[src/rtl/multi_timer_pkg.sv]
// timer_pkg: register map, CTRL fields, MODE codes and FSM states
// shared by multi_timer, multi_timer_if and timer_channel.
package timer_pkg;

  localparam logic [1:0] REG_CTRL   = 2'd0;
  localparam logic [1:0] REG_PRESET = 2'd1;
  localparam logic [1:0] REG_COUNT  = 2'd2;
  localparam logic [1:0] REG_STATUS = 2'd3;

  localparam int CTRL_EN   = 0;
  localparam int CTRL_MODE = 1;
  localparam int CTRL_IM   = 3;
  localparam int CTRL_PSC  = 8;

  localparam logic [1:0] MODE_ONESHOT = 2'b00;
  localparam logic [1:0] MODE_RELOAD  = 2'b01;

  localparam logic [1:0] ST_IDLE = 2'd0;
  localparam logic [1:0] ST_CNT  = 2'd1;
  localparam logic [1:0] ST_EXP  = 2'd2;

  function automatic int ch_w(int n);
    return (n > 1) ? $clog2(n) : 1;
  endfunction

endpackage

[src/rtl/multi_timer_if.sv]
// multi_timer_if: CPU-side register bus (addr/we/WD/RD) plus IRQs.
// master = CPU bridge, slave = multi_timer.
interface multi_timer_if #(
  parameter int NCH = 2
);
  import timer_pkg::*;

  localparam int CH_W = ch_w(NCH);

  logic [CH_W+3:2] addr;
  logic            we;
  logic [31:0]     WD;
  logic [31:0]     RD;
  logic [NCH-1:0]  irq_vec;
  logic            IRQ;

  modport master (
    output addr, we, WD,
    input  RD, irq_vec, IRQ
  );

  modport slave (
    input  addr, we, WD,
    output RD, irq_vec, IRQ
  );

endinterface

[src/rtl/multi_timer_channel.sv]
// timer_channel: one down-counter with CTRL/PRESET/COUNT/STATUS.
// Ports: clk, rst_n, i_sel, i_we, i_reg, i_wd -> o_rd, o_irq.
// TIMER_PRESCALE_EN adds the CTRL[15:8] prescaler.
module timer_channel
  import timer_pkg::*;
#(
  parameter int CNT_W = 32
) (
  input  logic        clk,
  input  logic        rst_n,
  input  logic        i_sel,
  input  logic        i_we,
  input  logic [1:0]  i_reg,
  input  logic [31:0] i_wd,
  output logic [31:0] o_rd,
  output logic        o_irq
);

  logic             r_en;
  logic             r_im;
  logic             r_pend;
  logic [1:0]       r_mode;
  logic [1:0]       r_state;
  logic [CNT_W-1:0] r_preset;
  logic [CNT_W-1:0] r_count;
  logic [7:0]       w_psc;
  logic             w_tick;
  logic             w_wr;

  assign w_wr = i_sel & i_we;

`ifdef TIMER_PRESCALE_EN
  logic [7:0] r_psc;
  logic [7:0] r_pcnt;

  assign w_psc  = r_psc;
  assign w_tick = (r_pcnt == r_psc);

  // Outside an enabled CNT cycle the divider restarts, so every
  // load and every pause begins a fresh PSC+1 window.
  always_ff @(posedge clk or negedge rst_n) begin
    if (!rst_n) begin
      r_pcnt <= '0;
    end else if (!r_en || r_state != ST_CNT || w_tick) begin
      r_pcnt <= '0;
    end else begin
      r_pcnt <= r_pcnt + 8'd1;
    end
  end

  always_ff @(posedge clk or negedge rst_n) begin
    if (!rst_n) begin
      r_psc <= '0;
    end else if (w_wr && i_reg == REG_CTRL) begin
      r_psc <= i_wd[CTRL_PSC+:8];
    end
  end
`else
  assign w_psc  = '0;
  assign w_tick = 1'b1;
`endif

  always_ff @(posedge clk or negedge rst_n) begin
    if (!rst_n) begin
      r_en     <= 1'b0;
      r_im     <= 1'b0;
      r_pend   <= 1'b0;
      r_mode   <= MODE_ONESHOT;
      r_state  <= ST_IDLE;
      r_preset <= '0;
      r_count  <= '0;
    end else begin
      case (r_state)
        ST_IDLE: begin
          if (r_en) begin
            r_count <= r_preset;
            r_state <= ST_CNT;
          end
        end
        ST_CNT: begin
          if (r_en && w_tick) begin
            if (r_count <= CNT_W'(1)) begin
              r_count <= '0;
              r_state <= ST_EXP;
            end else begin
              r_count <= r_count - 1'b1;
            end
          end
        end
        ST_EXP: begin
          r_pend <= 1'b1;
          if (r_mode == MODE_RELOAD) begin
            r_count <= r_preset;
            r_state <= ST_CNT;
          end else begin
            r_en    <= 1'b0;
            r_state <= ST_IDLE;
          end
        end
        default: r_state <= ST_IDLE;
      endcase
      // CPU writes come last so a CTRL write beats the EN clear.
      if (w_wr) begin
        unique case (i_reg)
          REG_CTRL: begin
            r_en   <= i_wd[CTRL_EN];
            r_mode <= i_wd[CTRL_MODE+:2];
            r_im   <= i_wd[CTRL_IM];
          end
          REG_PRESET: r_preset <= i_wd[CNT_W-1:0];
          REG_STATUS: begin
            if (i_wd[0] && r_state != ST_EXP) begin
              r_pend <= 1'b0;
            end
          end
          default: ;
        endcase
      end
    end
  end

  always_comb begin
    o_rd = '0;
    unique case (i_reg)
      REG_CTRL: begin
        o_rd[CTRL_EN]       = r_en;
        o_rd[CTRL_MODE+:2]  = r_mode;
        o_rd[CTRL_IM]       = r_im;
        o_rd[CTRL_PSC+:8]   = w_psc;
      end
      REG_PRESET: o_rd = 32'(r_preset);
      REG_COUNT:  o_rd = 32'(r_count);
      REG_STATUS: o_rd[0] = r_pend;
    endcase
  end

  assign o_irq = r_im & r_pend;

endmodule

[src/rtl/multi_timer.sv]
// multi_timer: NCH timer channels; channel decode, read mux, IRQ OR.
// Ports: clk, reset (async, active-low), bus (multi_timer_if.slave).
module multi_timer
  import timer_pkg::*;
#(
  parameter int NCH   = 2,
  parameter int CNT_W = 32
) (
  input logic          clk,
  input logic          reset,
  multi_timer_if.slave bus
);

  localparam int CH_W = ch_w(NCH);

  logic [CH_W-1:0] w_idx;
  logic [1:0]      w_reg;
  logic [31:0]     w_rd [NCH];
  logic [NCH-1:0]  w_irq;
  logic [31:0]     w_rdata;

  assign w_idx = bus.addr[CH_W+3:4];
  assign w_reg = bus.addr[3:2];

  for (genvar g = 0; g < NCH; g++) begin : g_ch
    timer_channel #(
      .CNT_W(CNT_W)
    ) u_ch (
      .clk   (clk),
      .rst_n (reset),
      .i_sel (w_idx == CH_W'(g)),
      .i_we  (bus.we),
      .i_reg (w_reg),
      .i_wd  (bus.WD),
      .o_rd  (w_rd[g]),
      .o_irq (w_irq[g])
    );
  end

  // Indices with no channel match nothing and read as zero.
  always_comb begin
    w_rdata = '0;
    for (int i = 0; i < NCH; i++) begin
      if (w_idx == CH_W'(i)) begin
        w_rdata = w_rd[i];
      end
    end
  end

  assign bus.RD      = w_rdata;
  assign bus.irq_vec = w_irq;
  assign bus.IRQ     = |w_irq;

endmodule
[src/flat_wrapper.sv]
// flat-port wrapper written by rule: the top's interface ports become plain ports
module multi_timer_flat import timer_pkg::*;
#(
  parameter int NCH   = 2,
  parameter int CNT_W = 32
)
  (clk, reset, bus_addr, bus_we, bus_WD, bus_RD, bus_irq_vec, bus_IRQ);
  multi_timer_if #(.NCH(NCH)) bus_i ();
  input logic clk;
  input logic reset;
  input wire logic [$bits(bus_i.addr)-1:0] bus_addr;
  input wire logic [$bits(bus_i.we)-1:0] bus_we;
  input wire logic [$bits(bus_i.WD)-1:0] bus_WD;
  output wire logic [$bits(bus_i.RD)-1:0] bus_RD;
  output wire logic [$bits(bus_i.irq_vec)-1:0] bus_irq_vec;
  output wire logic [$bits(bus_i.IRQ)-1:0] bus_IRQ;
  assign bus_i.addr = bus_addr;
  assign bus_i.we = bus_we;
  assign bus_i.WD = bus_WD;
  assign bus_RD = bus_i.RD;
  assign bus_irq_vec = bus_i.irq_vec;
  assign bus_IRQ = bus_i.IRQ;
  multi_timer #(.NCH(NCH), .CNT_W(CNT_W)) u_core (.clk(clk), .reset(reset), .bus(bus_i));
endmodule
[config.mk]
export PLATFORM = sky130hd
export DESIGN_NAME = multi_timer_flat
export DESIGN_NICKNAME = d
export VERILOG_FILES = /design/src/rtl/multi_timer_pkg.sv /design/src/rtl/multi_timer_if.sv /design/src/rtl/multi_timer_channel.sv /design/src/rtl/multi_timer.sv /design/src/flat_wrapper.sv
export SDC_FILE = /design/constraint.sdc
export NUM_CORES = 1
export LEC_CHECK = 0
export ABC_AREA = 1
export BUFFER_PORTS_ARGS = -buffer_cell sky130_fd_sc_hd__buf_2
export CORE_UTILIZATION = 61
export DETAILED_ROUTE_END_ITERATION = 8
export PLACE_DENSITY = 0.89
export SLEW_MARGIN = 10
export SYNTH_ARGS = -nofsm -noshare
export SYNTH_HDL_FRONTEND = slang
export SYNTH_SLANG_ARGS = --single-unit
[constraint.sdc]
create_clock -name clk -period 2.2 [get_ports clk]
set_clock_uncertainty 0.15 [all_clocks]
set_input_delay 0.22 -clock clk [delete_from_list [all_inputs] [get_ports clk]]
set_output_delay 0.22 -clock clk [all_outputs]
set_load 0.03 [all_outputs]
==> reports/qor.txt, run 1 <==
Critical Path Source Type: input port
Register bit total from synthesis: 142
CP endpoint: bus_RD[13]
Syn nets: 1288
Routed Antenna Nets: 0
# fillers: 1014
Required time of the critical path: 1.83 ns
Place WS: 0.119 ns
CORE AREA: 14100 sq um
GRT Total Usage: 41.2%
Top-count cell post-synth: nand2_1
Most instantiated cells after synthesis: 304 x nand2_1, 167 x nor2_1, 158 x a21oi_1
Power Total: 12800 uW
Die extent in y: 123 um
Worst reg-to-reg setup slack: 0.17 ns
Clk_lat worst skew: 0.44 ns
Hold/Removal Path Class: in2async
GPL Wtd Cong: 1.00
IO Port Bufs: 72
Vias per inst: 6.27
Remaining global-route overflow: 0
Synth Area in Compound Gates: 20.3%
Nets: 1383
Slew Limit Fails: 0
HPWL after DPL: 20.4 mm
Final design utilization: 76.2%
Via count: 9573
VDD IR max: 0.000681 V
RR Startpoint: u_core.g_ch[0].u_ch.r_count[6]
Yosys cell types: 33
Worst setup margin: 0.124 ns
CTS sink count: 142
CTS Buf Count: 17
Placed instance count: 1463
Sum Neg Setup Slack: 0 ns
Max layer used: met4
Synth top area share: 39.6%
Critical path origin: bus_addr[1]
Post-synthesis async set-or-reset flop share: 100%
Io pins: 73
Sequential fraction of the synthesis area: 39.6%
Drt drc: 0
Critical path's most frequent cell: buf_2
Initial Util: 63.7%
Post-synthesis simple-gate area fraction: 27.9%
Worst slew pin tran: 0.431 ns
Status: complete, no violations
Synth-to-layout area growth: 19.6%
Detailed Routing Iterations Pass 1: 7
Synth Cell Area: 8980 sq um
Post-Synthesis Cells: 1241
TritonCTS clock tree: done
Routed wl met3: 3.74 mm
Clock tree root buffer cell: clkbuf_16
Main combinational cell family by area after synthesis: simple AND/OR/NAND/NOR gates
Ys Warns: 0
Reg2Reg Depth: 7
Vias in the first global route: 8898
Clock H-tree levels: 4
Reg2Reg Capture Point: u_core.g_ch[0].u_ch.r_count[31]
Hold Fails Final Rpt: 0
First-pass GRT wire length: 46.9 mm
Max Freq: 0.482 GHz
Crit path kind: in2out
Clk slew on worst S/H paths: 0.06 ns
Slowest CP cell: a221oi_2
M1 wire length: 11.4 mm
1st-iter DRT viols: 1331
Critical Path End Type: output pin
Number of core rows: 43
Syn Area/Cell: 7.24 sq um
Proportion of layout cells with a drive suffix above 1: 17.5%
Post-route minimum period: 2.08 ns
Non-Filler Instances: 1526
RSZ-0062 raised after global routing: false
Largest net degree at the start of global routing: 65
Final setup fails: 0
Routed wl met2: 13.3 mm
Initial antenna violation count: 0
Max incr delay on CP: 0.36 ns
Slew headroom: 71.2%
Pleak: 0.00484 uW
Max Cap Viol: 0
Clock buffer depth: 2
Crit-path max FO: 42
Pwr Density: 1190 nW/um^2
Antenna diodes: 0
Synth Area in Adders: 1.25%
Synth top area cells: dfrtp_1 40%, nand2_1 13%, a21oi_1 8.8%
DIE WIDTH: 123 um
Synth Area in XOR/XNOR: 3.32%
Multiplexer share of the synthesized area: 0%
WP data arrival: 1.71 ns
Full die area: 15200 sq um
Final WL: 29.6 mm
Period utilization: 94.4%
Postcts setup bufs: 0
Worst path cell trace: buf_2 > inv_1 > ha_2 > buf_12 > a21oi_1 > a221oi_2 > buf_2
Post-synth top flop: dfrtp_1
Yosys top cell by area: dfrtp_1
DR WL/cell: 19.4 um
Post-synth EDFFs: 0
stage by stage:
stage	area [sq um]	hold WS (ns)
after global routing	10700	0.156
after floorplan	9110	-0.226
after CTS	10700	0.127
after detailed placement	9770	0.0123
final	10700	0.128
after global placement	9770	0.0138
cell usage in the layout, fill, tap and decap left out, types with 3 or more instances in the layout:
cell,Yosys,final
nor3_1,5,4
nor2_1,167,165
nor2_4,9,9
buf_2,7,71
nor2_2,11,13
nand2_2,15,17
a21oi_2,21,21
clkbuf_16,0,17
o21bai_1,6,6
dlygate4sd3_1,0,34
or2_2,3,3
ha_1,9,6
clkinvlp_4,0,4
a221oi_2,0,20
a21oi_1,158,158
xnor2_1,13,13
inv_1,97,97
a221oi_1,34,14
nand2_1,304,302
nand2_4,12,12
buf_4,4,21
a22oi_1,9,9
o21ai_0,85,85
dfrtp_1,142,142
xor2_1,21,21
buf_12,1,10
nand4_1,11,11
bufinv_16,0,4
inv_2,3,3
nand3_1,39,39
timing repair:
item	in CTS	in global routing
hold endpoints to repair	205	0
setup endpoints to repair	0	4
hold buffers	34	0
resized for setup	0	5
area by class of cell:
cell class | count | area, sq um | area share [%]
Inverter | 102 | 390 | 3.64
Timing Repair Buffer | 137 | 1060 | 9.91
Clock inverter | 11 | 169 | 1.57
Clock buffer | 18 | 439 | 4.09
Multi-Input combinational cell | 936 | 4900 | 45.6
Tap cell | 180 | 225 | 2.10
Sequential cell | 142 | 3550 | 33.1
worst min-delay path by stage:
stage                                      to  cells past startpoint   from
2_1_floorplan  u_core.g_ch[0].u_ch.r_count[0]                      0  reset
3_3_place_gp       u_core.g_ch[0].u_ch.r_pend                      1  reset
3_5_place_dp       u_core.g_ch[0].u_ch.r_pend                      1  reset
4_1_cts            u_core.g_ch[0].u_ch.r_pend                      2  reset
5_1_grt              u_core.g_ch[0].u_ch.r_en                      2  reset
6_report             u_core.g_ch[0].u_ch.r_en                      2  reset
worst max-delay path: cells and delay by family:
kind	cells	cell delay (ns)
compound gates	2	0.48
fa+ha+maj	1	0.28
buf+inv	4	0.72
flip-flops by register name, indices dropped and copies added, names as in the netlist:
register	count
u_core.g_ch.u_ch.r_preset	64
u_core.g_ch.u_ch.r_pend	2
u_core.g_ch.u_ch.r_im	2
u_core.g_ch.u_ch.r_mode	4
u_core.g_ch.u_ch.r_en	2
u_core.g_ch.u_ch.r_state	4
u_core.g_ch.u_ch.r_count	64
per-layer routing:
metal	vias up	global-route usage (%)
li1	4282	-
met1	4476	56.7
met2	678	62.7
met3	137	9.59
met4	0	16.6
met5	-	0
power breakdown:
group | switching (uW) | internal [uW]
logic | 2980 | 1830
clock network | 1120 | 1900
registers | 1450 | 3500
logic make-up after synthesis:
logic type / Yosys count
fa+ha+maj: 9
xor+xnor: 34
compound gates: 314
flops: 142
simple gates: 579
buf+inv: 163
No activity file was read; power rests on OpenSTA's default activity.
==> inputs of run 2 (changes only) <==
--- a/config.mk
+++ b/config.mk
@@ -7,9 +7,10 @@
 export LEC_CHECK = 0
 export ABC_AREA = 1
 export BUFFER_PORTS_ARGS = -buffer_cell sky130_fd_sc_hd__buf_2
+export CORE_MARGIN = 2
 export CORE_UTILIZATION = 61
 export DETAILED_ROUTE_END_ITERATION = 8
-export PLACE_DENSITY = 0.89
+export PLACE_DENSITY = 0.8
 export SLEW_MARGIN = 10
 export SYNTH_ARGS = -nofsm -noshare
 export SYNTH_HDL_FRONTEND = slang
==> reports/qor.txt, run 2 (same netlist as run 1, synthesis figures left out) <==
Status: complete, no violations (unchanged)
Slew headroom: 67.1% (was 71.2%)
Hold Fails Final Rpt: 0 (unchanged)
WP data arrival: 1.72 ns (was 1.71 ns)
Postcts setup bufs: 0 (unchanged)
Clk_lat worst skew: 0.43 ns (was 0.44 ns)
Vias in the first global route: 8647 (was 8898)
Clock tree root buffer cell: clkbuf_16 (unchanged)
Highest-count cells in the layout ignoring fill and taps: 302 x nand2_1, 166 x nor2_1, 158 x a21oi_1 (was 302 x nand2_1, 165 x nor2_1, 158 x a21oi_1)
Vias per inst: 6.01 (was 6.27)
Detailed Routing Iterations Pass 1: 8 (was 7)
Drt drc: 0 (unchanged)
Slowest CP cell: a221oi_2 (unchanged)
Initial Util: 62.0% (was 63.7%)
CORE AREA: 14500 sq um (was 14100 sq um)
Pwr Density: 1190 nW/um^2 (about the same)
Full die area: 15700 sq um (was 15200 sq um)
Worst path cell trace: buf_2 > inv_1 > ha_2 > buf_12 > nand2_1 > a221oi_2 > buf_2 (was buf_2 > inv_1 > ha_2 > buf_12 > a21oi_1 > a221oi_2 > buf_2)
Final design utilization: 73.8% (was 76.2%)
Slew Limit Fails: 0 (unchanged)
Io pins: 73 (unchanged)
1st-iter DRT viols: 1325 (was 1331)
RSZ-0062 raised after global routing: false (unchanged)
DR WL/cell: 18.6 um (was 19.4 um)
IO Port Bufs: 72 (unchanged)
Clock buffer depth: 2 (unchanged)
HPWL after DPL: 19.9 mm (was 20.4 mm)
GRT Total Usage: 36.5% (was 41.2%)
DIE WIDTH: 125 um (was 123 um)
Clk slew on worst S/H paths: 0.06 ns (about the same)
Required time of the critical path: 1.83 ns (about the same)
Via count: 9167 (was 9573)
First-pass GRT wire length: 45.3 mm (was 46.9 mm)
Non-Filler Instances: 1525 (was 1526)
Place WS: 0.145 ns (was 0.119 ns)
Remaining global-route overflow: 0 (unchanged)
Post-route minimum period: 2.09 ns (was 2.08 ns)
Crit path kind: in2out (unchanged)
Clock H-tree levels: 4 (unchanged)
Nets: 1375 (was 1383)
Antenna diodes: 0 (unchanged)
Die extent in y: 125 um (was 123 um)
Fin area: 10700 sq um (about the same)
Worst slew pin tran: 0.494 ns (was 0.431 ns)
Critical Path End Type: output pin (unchanged)
Max Freq: 0.479 GHz (was 0.482 GHz)
VDD IR max: 0.000813 V (was 0.000681 V)
Final WL: 28.3 mm (was 29.6 mm)
Sum Neg Setup Slack: 0 ns (unchanged)
Number of core rows: 44 (was 43)
Critical path's most frequent cell: buf_2 (unchanged)
TritonCTS clock tree: done (unchanged)
Area post-placement: 9730 sq um (was 9770 sq um)
Crit-path max FO: 49 (was 42)
Largest net degree at the start of global routing: 59 (was 65)
Max Cap Viol: 0 (unchanged)
Placed instance count: 1461 (was 1463)
GPL Wtd Cong: 0.975 (was 1.00)
Synth-to-layout area growth: 19.0% (was 19.6%)
Initial antenna violation count: 0 (unchanged)
Pleak: 0.00480 uW (was 0.00484 uW)
Routed Antenna Nets: 0 (unchanged)
Proportion of layout cells with a drive suffix above 1: 17.2% (was 17.5%)
Worst setup margin: 0.112 ns (was 0.124 ns)
Commonest non-fill, non-tap cell in the layout: nand2_1 (unchanged)
Critical Path Source Type: input port (unchanged)
CTS sink count: 142 (unchanged)
Hold/Removal Path Class: in2reg (was in2async)
Max incr delay on CP: 0.37 ns (was 0.36 ns)
Final setup fails: 0 (unchanged)
Period utilization: 94.9% (was 94.4%)
Biggest registers after layout: u_core.g_ch.u_ch.r_count: 64 flops, u_core.g_ch.u_ch.r_preset: 64 flops (unchanged)
CTS Buf Count: 17 (unchanged)
## run 2: what timing repair did
action | in CTS | in global routing
hold buffers | 32 | 0
setup endpoints to repair | 0 | 5
resized for setup | 0 | 3
hold endpoints to repair | 107 | 0
## run 2: final cells by class
class | instances | area, sq um
timing repair buffer | 129 | 1000
fill | 1122 | 3790
sequential | 142 | 3550
tap | 184 | 230
multi-input combinational | 936 | 4880
inverter | 102 | 390
clock inverter | 13 | 189
clock buffer | 19 | 443
## run 2: where the power goes
group          switching [uW]  internal, uW  total [uW]
registers                1530          3500        5020
logic                    2760          1800        4560
clock network            1170          1930        3100
## run 2: routing by layer
metal  vias to the layer above  track usage (%)  share of wire [%]
met5                         -                0                  0
met4                         0             13.3                3.3
met3                        94             9.20                 11
met2                       536             55.9                 46
met1                      4277             50.4                 40
li1                       4260                -                  -
## run 2: path summary, 6_finish.rpt
check | cells past startpoint | slack, ns | start | endpoint
max in group asynchronous | 3 | 1.09 | reset | u_core.g_ch[0].u_ch.r_count[15]
min reg2reg | 2 | 0.38 | u_core.g_ch[1].u_ch.r_im | u_core.g_ch[1].u_ch.r_im
min | 3 | 0.006 | bus_WD[13] | u_core.g_ch[1].u_ch.r_preset[13]
max | 7 | 0.11 | bus_addr[0] | bus_RD[18]
max reg2reg | 9 | 0.15 | u_core.g_ch[1].u_ch.r_count[0] | u_core.g_ch[1].u_ch.r_count[19]
min in group asynchronous | 2 | 0.15 | reset | u_core.g_ch[0].u_ch.r_count[6]
## run 2: critical path, delay by kind of cell
family	cells	cell delay, ns
AND/OR/NAND/NOR	1	0.10
AO/OA/AOI/OAI	1	0.37
buffers and inverters	4	0.72
adder cells (fa/ha/maj)	1	0.29
## run 2: per-stage QoR
stage | total power [uW] | hold slack, ns
finish | 12700 | 0.00643
detailed placement | 9370 | 0.0548
CTS | 12500 | 0.00110
global route | 13400 | 0.0318
global placement | 9200 | 0.0590
floorplan | 7840 | -0.226
==> inputs of run 3 (changes only) <==
--- a/config.mk
+++ b/config.mk
@@ -8,9 +8,10 @@
 export ABC_AREA = 1
 export BUFFER_PORTS_ARGS = -buffer_cell sky130_fd_sc_hd__buf_2
 export CORE_MARGIN = 2
-export CORE_UTILIZATION = 61
+export CORE_UTILIZATION = 31
 export DETAILED_ROUTE_END_ITERATION = 8
-export PLACE_DENSITY = 0.8
+export PLACE_DENSITY = 0.46
+export SKIP_LAST_GASP = 1
 export SLEW_MARGIN = 10
 export SYNTH_ARGS = -nofsm -noshare
 export SYNTH_HDL_FRONTEND = slang
==> constraint.sdc (replaced) <==
create_clock -name clk -period 2.2 [get_ports clk]
set_clock_uncertainty 0.15 [all_clocks]
set_input_delay 0.22 -clock clk [delete_from_list [all_inputs] [get_ports clk]]
set_output_delay 0.22 -clock clk [all_outputs]
set_load 0.05 [all_outputs]
==> reports/qor.txt, run 3 (same netlist as run 1, synthesis figures left out) <==
Max Freq: 0.466 GHz (was 0.479 GHz)
Reg2Reg Capture Point: u_core.g_ch[1].u_ch.r_count[24] (was u_core.g_ch[1].u_ch.r_count[19])
Placed instance count: 1686 (was 1461)
Detailed Routing Iterations Pass 1: 5 (was 8)
Crit-path max FO: 6 (was 49)
Initial antenna violation count: 0 (unchanged)
Highest-count cells in the layout ignoring fill and taps: 302 x nand2_1, 167 x nor2_1, 158 x a21oi_1 (was 302 x nand2_1, 166 x nor2_1, 158 x a21oi_1)
Area post-placement: 10300 sq um (was 9730 sq um)
Nets: 1398 (was 1375)
Worst reg-to-reg setup slack: 0.20 ns (was 0.15 ns)
Clock H-tree levels: 4 (unchanged)
HPWL after DPL: 23.8 mm (was 19.9 mm)
Final WL: 31.1 mm (was 28.3 mm)
Io pins: 73 (unchanged)
Status: complete, no violations (unchanged)
Worst hold margin: 0.0329 ns (was 0.00643 ns)
Slew headroom: 62.8% (was 67.1%)
Largest net degree at the start of global routing: 76 (was 59)
Crit path kind: reg2out (was in2out)
VDD IR max: 0.000586 V (was 0.000813 V)
Routed Antenna Nets: 0 (unchanged)
Clk_lat worst skew: 0.43 ns (about the same)
Commonest non-fill, non-tap cell in the layout: nand2_1 (unchanged)
Slew Limit Fails: 0 (unchanged)
Remaining global-route overflow: 0 (unchanged)
Vias per inst: 4.92 (was 6.01)
Pwr Density: 1170 nW/um^2 (was 1190 nW/um^2)
CTS Buf Count: 17 (unchanged)
Hold Path End: u_core.g_ch[0].u_ch.r_preset[3] (was u_core.g_ch[1].u_ch.r_preset[13])
DR WL/cell: 17.8 um (was 18.6 um)
GPL Wtd Cong: 0.925 (was 0.975)
Max Cap Viol: 0 (unchanged)
RSZ-0062 raised after global routing: false (unchanged)
Final setup fails: 0 (unchanged)
Worst slew pin tran: 0.557 ns (was 0.494 ns)
TritonCTS clock tree: done (unchanged)
Fin area: 11200 sq um (was 10700 sq um)
Via count: 8586 (was 9167)
Non-Filler Instances: 1746 (was 1525)
Clock buffer depth: 2 (unchanged)
Place WS: 0.106 ns (was 0.145 ns)
Biggest registers after layout: u_core.g_ch.u_ch.r_count: 64 flops, u_core.g_ch.u_ch.r_preset: 64 flops (unchanged)
Clock tree root buffer cell: clkbuf_16 (unchanged)
1st-iter DRT viols: 655 (was 1325)
Hold/Removal Path Class: in2reg (unchanged)
GRT Total Usage: 20.8% (was 36.5%)
Die extent in y: 174 um (was 125 um)
RR Startpoint: u_core.g_ch[1].u_ch.r_count[1] (was u_core.g_ch[1].u_ch.r_count[0])
CORE AREA: 28600 sq um (was 14500 sq um)
Drt drc: 0 (unchanged)
Synth-to-layout area growth: 24.4% (was 19.0%)
First-pass GRT wire length: 48.9 mm (was 45.3 mm)
WP data arrival: 1.78 ns (was 1.72 ns)
Post-route minimum period: 2.15 ns (was 2.09 ns)
Vias in the first global route: 8232 (was 8647)
Pleak: 0.00494 uW (was 0.00480 uW)
DIE WIDTH: 174 um (was 125 um)
Antenna diodes: 0 (unchanged)
Hold Fails Final Rpt: 0 (unchanged)
Power Total: 13100 uW (was 12700 uW)
Period utilization: 97.6% (was 94.9%)
Hold depth: 3 (unchanged)
Reg2Reg Depth: 8 (was 9)
Full die area: 30400 sq um (was 15700 sq um)
Critical Path End Type: output pin (unchanged)
Required time of the critical path: 1.83 ns (about the same)
Initial Util: 31.4% (was 62.0%)
IO Port Bufs: 72 (unchanged)
Worst setup margin: 0.0519 ns (was 0.112 ns)
Number of core rows: 62 (was 44)
Hold Crit Start: bus_WD[3] (was bus_WD[13])
Critical Path Source Type: flip-flop (was input port)
CTS sink count: 142 (unchanged)
Clk slew on worst S/H paths: 0.06 ns (about the same)
Proportion of layout cells with a drive suffix above 1: 19.3% (was 17.2%)
==> run 3: changes by cell type in the layout (fill, tap and decap cells not counted), moves of 3 or more <==
cell / delta
nor3_1: -3
a221oi_1: -8
nor3_2: +3
buf_4: +23
clkinvlp_4: -5
a221oi_2: +8
==> run 3: per-layer routing <==
layer  GRT usage, %  vias up  routed length (um)
met5              0        -                   0
met4           6.30        0                 591
met3           2.65       30                1030
met2           32.3      152               14200
met1           30.2     4104               15200
li1               -     4300                   -
==> run 3: how the worst max path moves through the flow <==
stage	cells past startpoint	slack, ns	from	end
2_1_floorplan	5	-0.02	bus_addr[0]	bus_RD[10]
3_3_place_gp	7	0.14	bus_addr[1]	bus_RD[18]
3_5_place_dp	7	0.11	bus_addr[1]	bus_RD[15]
4_1_cts	3	0.03	u_core.g_ch[1].u_ch.r_count[11]	bus_RD[11]
5_1_grt	3	0.02	u_core.g_ch[1].u_ch.r_count[20]	bus_RD[20]
6_report	3	0.05	u_core.g_ch[1].u_ch.r_count[11]	bus_RD[11]
==> run 3: worst max-delay path, cell delays in order (launching register included) <==
cell	delay [ns]
dfrtp_1	0.54
a21oi_1	0.13
a221oi_2	0.35
buf_2	0.33
==> run 3: area by class of cell <==
cell class              count  area, sq um
well taps                 384          480
fillers                  2951        17500
clock inverters             7          135
repair buffers            152         1190
clock buffers              23          478
inverters                 102          390
flip-flops and latches    142         3550
multi-input cells         936         4940
==> run 3: through the flow <==
stage	TNS (ns)	utilization, %
final	0	39.0
after global routing	0	39.0
after CTS	0	39.0
after detailed placement	0	35.8
after global placement	0	35.8
after floorplan	-0.491	-
==> run 3: timing repair <==
| item | CTS | global route |
|---|---|---|
| endpoints found under the hold margin | 200 | 0 |
| hold buffers | 30 | 0 |
| setup buffers | 0 | 0 |
| resized for setup | 0 | 3 |
| setup endpoints to repair | 0 | 1 |
==> run 3: where the power goes <==
part | switching, uW | leakage (uW) | internal [uW]
clock network | 1120 | 0.000303 | 1970
registers | 1270 | 0.00165 | 3500
logic | 3160 | 0.00299 | 2050
total | 5560 | 0.00494 | 7520
